<file path="src/rtl/display_scan_ctrl.sv">
// Time-multiplexing scan controller for an up-to-8-digit seven-segment display.
// Walks sel from NUM_DIGITS-1 down to 0, one slot of REFRESH_DIV cycles per digit.
// Each slot opens with DEAD_CYCLES all-dark guard cycles. The slot's anode/dp
// decision is then latched once and held for the remainder of the slot.
//
// Ports:
//   clk, reset   - clock, asynchronous active-high reset
//   en           - scan enable; low forces the display dark and restarts the scan
//   lz_en        - leading-zero suppression enable (digit 0 is never suppressed)
//   blank_mask   - per-digit forced blanking
//   dp_mask      - per-digit decimal point enable
//   digit_in     - digit value returned by the external mux for the current sel
//   sel          - digit select to the mux (registered)
//   an           - active-low anode enables (registered)
//   dp_n         - active-low decimal point (registered)
//   slot_tick    - pulse on the last cycle of every completed slot
//   frame_done   - pulse on the last cycle of a completed digit-0 slot
module display_scan_ctrl #(
   parameter int unsigned NUM_DIGITS  = 8,
   parameter int unsigned REFRESH_DIV = 100000,
   parameter int unsigned DEAD_CYCLES = 2
) (
   input  logic       clk,
   input  logic       reset,
   input  logic       en,
   input  logic       lz_en,
   input  logic [7:0] blank_mask,
   input  logic [7:0] dp_mask,
   input  logic [3:0] digit_in,
   output logic [2:0] sel,
   output logic [7:0] an,
   output logic       dp_n,
   output logic       slot_tick,
   output logic       frame_done
);

   localparam int unsigned CNT_W = (REFRESH_DIV > 1) ? $clog2(REFRESH_DIV) : 1;
   localparam logic [CNT_W-1:0] CNT_LAST = CNT_W'(REFRESH_DIV - 1);
   localparam logic [CNT_W-1:0] CNT_PRE  = CNT_W'(REFRESH_DIV - 2);
   localparam logic [CNT_W-1:0] CNT_GEND = CNT_W'(DEAD_CYCLES - 1);
   localparam logic [2:0]       SEL_MAX  = 3'(NUM_DIGITS - 1);

   typedef enum logic [1:0] {
      IDLE  = 2'd0,
      GUARD = 2'd1,
      ON    = 2'd2
   } state_t;

   state_t           state, state_d;
   logic [CNT_W-1:0] cnt, cnt_d;
   logic             seen_nz, seen_nz_d;
   logic [2:0]       sel_d;
   logic [7:0]       an_d;
   logic             dp_n_d;
   logic             slot_tick_d;
   logic             frame_done_d;
   logic             blank;

   // State and output registers
   always_ff @(posedge clk or posedge reset) begin
      if (reset) begin
         state      <= IDLE;
         cnt        <= '0;
         seen_nz    <= 1'b0;
         sel        <= SEL_MAX;
         an         <= 8'hFF;
         dp_n       <= 1'b1;
         slot_tick  <= 1'b0;
         frame_done <= 1'b0;
      end else begin
         state      <= state_d;
         cnt        <= cnt_d;
         seen_nz    <= seen_nz_d;
         sel        <= sel_d;
         an         <= an_d;
         dp_n       <= dp_n_d;
         slot_tick  <= slot_tick_d;
         frame_done <= frame_done_d;
      end
   end

   // Next-state and next-output logic
   always_comb begin
      state_d      = state;
      cnt_d        = cnt;
      seen_nz_d    = seen_nz;
      sel_d        = sel;
      an_d         = an;
      dp_n_d       = dp_n;
      slot_tick_d  = 1'b0;
      frame_done_d = 1'b0;

      // Digit 0 is exempt from suppression so a zero value always shows one digit
      blank = blank_mask[sel] |
              (lz_en & (sel != 3'd0) & ~seen_nz & (digit_in == 4'd0));

      if (!en) begin
         state_d   = IDLE;
         cnt_d     = '0;
         seen_nz_d = 1'b0;
         sel_d     = SEL_MAX;
         an_d      = 8'hFF;
         dp_n_d    = 1'b1;
      end else begin
         unique case (state)
            IDLE: begin
               state_d = GUARD;
               cnt_d   = '0;
               sel_d   = SEL_MAX;
               an_d    = 8'hFF;
               dp_n_d  = 1'b1;
            end
            GUARD: begin
               cnt_d = cnt + CNT_W'(1);
               if (cnt == CNT_GEND) begin
                  state_d   = ON;
                  an_d      = 8'hFF;
                  an_d[sel] = blank;
                  dp_n_d    = blank | ~dp_mask[sel];
                  seen_nz_d = seen_nz | (digit_in != 4'd0);
               end
            end
            ON: begin
               if (cnt == CNT_LAST) begin
                  state_d = GUARD;
                  cnt_d   = '0;
                  an_d    = 8'hFF;
                  dp_n_d  = 1'b1;
                  if (sel == 3'd0) begin
                     sel_d     = SEL_MAX;
                     seen_nz_d = 1'b0;
                  end else begin
                     sel_d = sel - 3'd1;
                  end
               end else begin
                  cnt_d = cnt + CNT_W'(1);
                  // Pulses are registered, so they are raised one cycle early
                  if (cnt == CNT_PRE) begin
                     slot_tick_d  = 1'b1;
                     frame_done_d = (sel == 3'd0);
                  end
               end
            end
            default: begin
               state_d = IDLE;
               cnt_d   = '0;
               sel_d   = SEL_MAX;
               an_d    = 8'hFF;
               dp_n_d  = 1'b1;
            end
         endcase
      end
   end

endmodule
</file>
<file path="config.mk">
export PLATFORM = sky130hd
export DESIGN_NAME = display_scan_ctrl
export DESIGN_NICKNAME = d
export VERILOG_FILES = /design/src/rtl/display_scan_ctrl.sv
export SDC_FILE = /design/constraint.sdc
export NUM_CORES = 1
export LEC_CHECK = 0
export CORE_MARGIN = 2
export CORE_UTILIZATION = 25
export CTS_BUF_LIST = sky130_fd_sc_hd__clkbuf_16
export DETAILED_ROUTE_END_ITERATION = 8
export GPL_TIMING_DRIVEN = 0
export PLACE_DENSITY = 0.49
export SLEW_MARGIN = 20
export SYNTH_ARGS = -nofsm -noshare
export SYNTH_HDL_FRONTEND = slang
export SYNTH_SLANG_ARGS = --single-unit
</file>
<file path="constraint.sdc">
create_clock -name clk -period 2.3 [get_ports clk]
set_input_delay 0.345 -clock clk [delete_from_list [all_inputs] [get_ports clk]]
set_output_delay 0.345 -clock clk [all_outputs]
set_load 0.01 [all_outputs]
</file>
==> impl_metrics.yaml <==
run_status:
  status: "finished clean"
sta:
  setup_tns_ns: 0
  finalHoldViolCount: 0
  tightest_slew_ns: 0.721
  grt_setup_unrepaired: "false"
  maxSlewHeadroom_pct: 51.8
  slew_violations: 0
  max_freq_mhz: 480
  fin_worst_skew_ns: 0.00354
  setup_viol: 0
  period_needed_ns: 2.09
  period_share_pct: 90.7
global_routing:
  grt_max_degree: 35
  grt_overflow: 0
  grt_pass1_vias: 1502
  track_usage_pct: 11.2
  grt_pass1_wl_um: 7610
  antenna_found_initial: 0
layout:
  fin_area_mm2: 0.00259
  antenna_cells: 0
  drive_above_1_share_pct: 14.4
  synthToLayoutAreaGrowth_pct: 33.6
  nets: 268
worst_setup_path:
  crit_path_end_kind: "flip-flop"
  worstPathArrival_ns: 2.24
  r2r_cells: 7
  worstPathMaxFanout: 10
  startpoint_type: "flip-flop"
  required_ns: 2.46
  path_class: "reg -> reg"
clock_tree:
  cts_root_buf: "clkbuf_16"
  post_cts_resized: 0
  clockBufferDepth: 2
  ctsHoldBuffers: 0
  cts_tree: "done"
  clk_pin_slew_ns: 0.05
  cts_buffers: 5
  clock_latency_ns: 0.28
  htree_levels: 2
  cts.sinks: 34
  cts_setup_buffers: 0
logic_synthesis:
  ys_seq_area_share_pct: 44.7
  yosysMostFrequentCell: "nor2_1"
  ys_ff_latch: 34
  yosysWarnings: 0
  synth_area_per_cell_um2: 10.2
  synthTopCellsByCount: "nor2_1 (26), dfrtp_1 (22), nand2_1 (19)"
  synthFlopType: "dfrtp_1"
  synth-async-reset-ratio_pct: 100
  yosysTopAreaCell: "dfrtp_1"
  synth_nets: 222
  syn_area_mm2: 0.00194
  synth_top_cell_area_share_pct: 28.4
  synth_edf_count: 0
  synth.area.top_cells: "dfrtp_1 (28%), dfstp_2 (16%), ha_1 (5.8%)"
  synthCells: 189
  synth.distinct_cells: 37
placed_design:
  io_buffers: 37
  gp_congestion: 0.741
  dpl.hpwl_um: 3340
  postPlaceCellArea_mm2: 0.00243
flow_run:
  maxCapViolations: 0
drt:
  vias: 1529
  postRouteAntennaNets: 0
  post_drt_via_cell_ratio: 4.52
  avgRoutedWirePerCell_um: 13.4
  first_pass_iters: 4
  drc: 0
  drt_iter0_drc: 55
  wl_um: 4520
die:
  io_pins: 38
  dieArea_mm2: 0.00846
  core_mm2: 0.00761
  die_x_um: 92.0
  row_count: 32
  start_util_pct: 25.4
  die_h_um: 92.0
hold_path:
  min_path_type: "in -> async"
power:
  power.density_mw_per_mm2: 653
  power.total_mw: 1.69
  ir_drop_mv: 0.332
  power_leakage_nw: 1.01
stage by stage:
step	util [%]	hold WS (ns)	std cells	setup WS, ns
after detailed placement	32.0	0.532	328	0.0849
final	34.0	0.519	338	0.215
after CTS	33.8	0.542	336	0.112
after global placement	32.0	0.528	328	0.0828
after floorplan	-	0.478	189	0.466
after global routing	34.0	0.563	338	0.103
cell type report:
cell class              count  area, um2
multi-input cells         143       1010
flip-flops and latches     34        866
plain buffers               4       25.0
clock inverters             3       12.5
clock buffers               5        125
fillers                   798       5020
well taps                 102        128
repair buffers             39        385
inverters                   8       30.0
power breakdown:
| group | leakage [nW] | total, mW | switching [mW] | internal (mW) |
|---|---|---|---|---|
| Clock | 0.0724 | 0.628 | 0.238 | 0.391 |
| Combinational | 0.503 | 0.399 | 0.221 | 0.178 |
| Sequential | 0.431 | 0.662 | 0.0277 | 0.634 |
| Total | 1.01 | 1.69 | 0.486 | 1.20 |
cells by family after synthesis:
group	synth area share (%)
AOI/OAI and AO/OA	6.53
xor gates and xnor gates	6.79
adders and majority gates	5.82
buffers and inverters	2.84
DFF	44.7
muxes	11.0
and+or+nand+nor	22.3
final timing paths:
path                            to  slack, ns     from
max in group asynchronous   cnt[0]       1.32    reset
min                        seen_nz       0.52    reset
min reg2reg                 cnt[0]       0.54   cnt[0]
min in group clk            cnt[0]       0.54   cnt[0]
max                         cnt[8]       0.21  cnt[13]
max reg2reg                 cnt[8]       0.21  cnt[13]
routing by layer:
layer	track usage (%)	vias up	wire, um
li1	-	752	-
met1	15.0	729	2230
met2	17.9	43	1980
met3	3.29	5	272
met4	2.99	0	32
met5	0	-	0
sequential cells by signal (all words and copies together) (netlist names):
signal      cells
cnt            17
an              8
sel             3
state           2
dp_n            1
frame_done      1
seen_nz         1
slot_tick       1
placed cells by master, fill, tap and decap left out, types with 5 or more instances in the layout:
| cell type | instances |
|---|---|
| clkbuf_16 | 5 |
| clkdlybuf4s50_1 | 37 |
| dfrtp_1 | 22 |
| dfstp_2 | 12 |
| ha_1 | 9 |
| inv_1 | 8 |
| mux2_1 | 10 |
| nand2_1 | 19 |
| nand3_1 | 12 |
| nor2_1 | 26 |
| nor3_1 | 9 |
| o21ai_0 | 5 |
| xnor2_1 | 6 |
| xor2_1 | 9 |
critical path, cell delays in order, from the launching register on:
cell and delay [ns]:
dfrtp_1 0.41, nor3_1 0.37, nand4_1 0.25, o21ai_2 0.28
a21bo_1 0.15, buf_2 0.19, buf_2 0.26, nor2_1 0.07
Power figures use the tool's default switching activity.
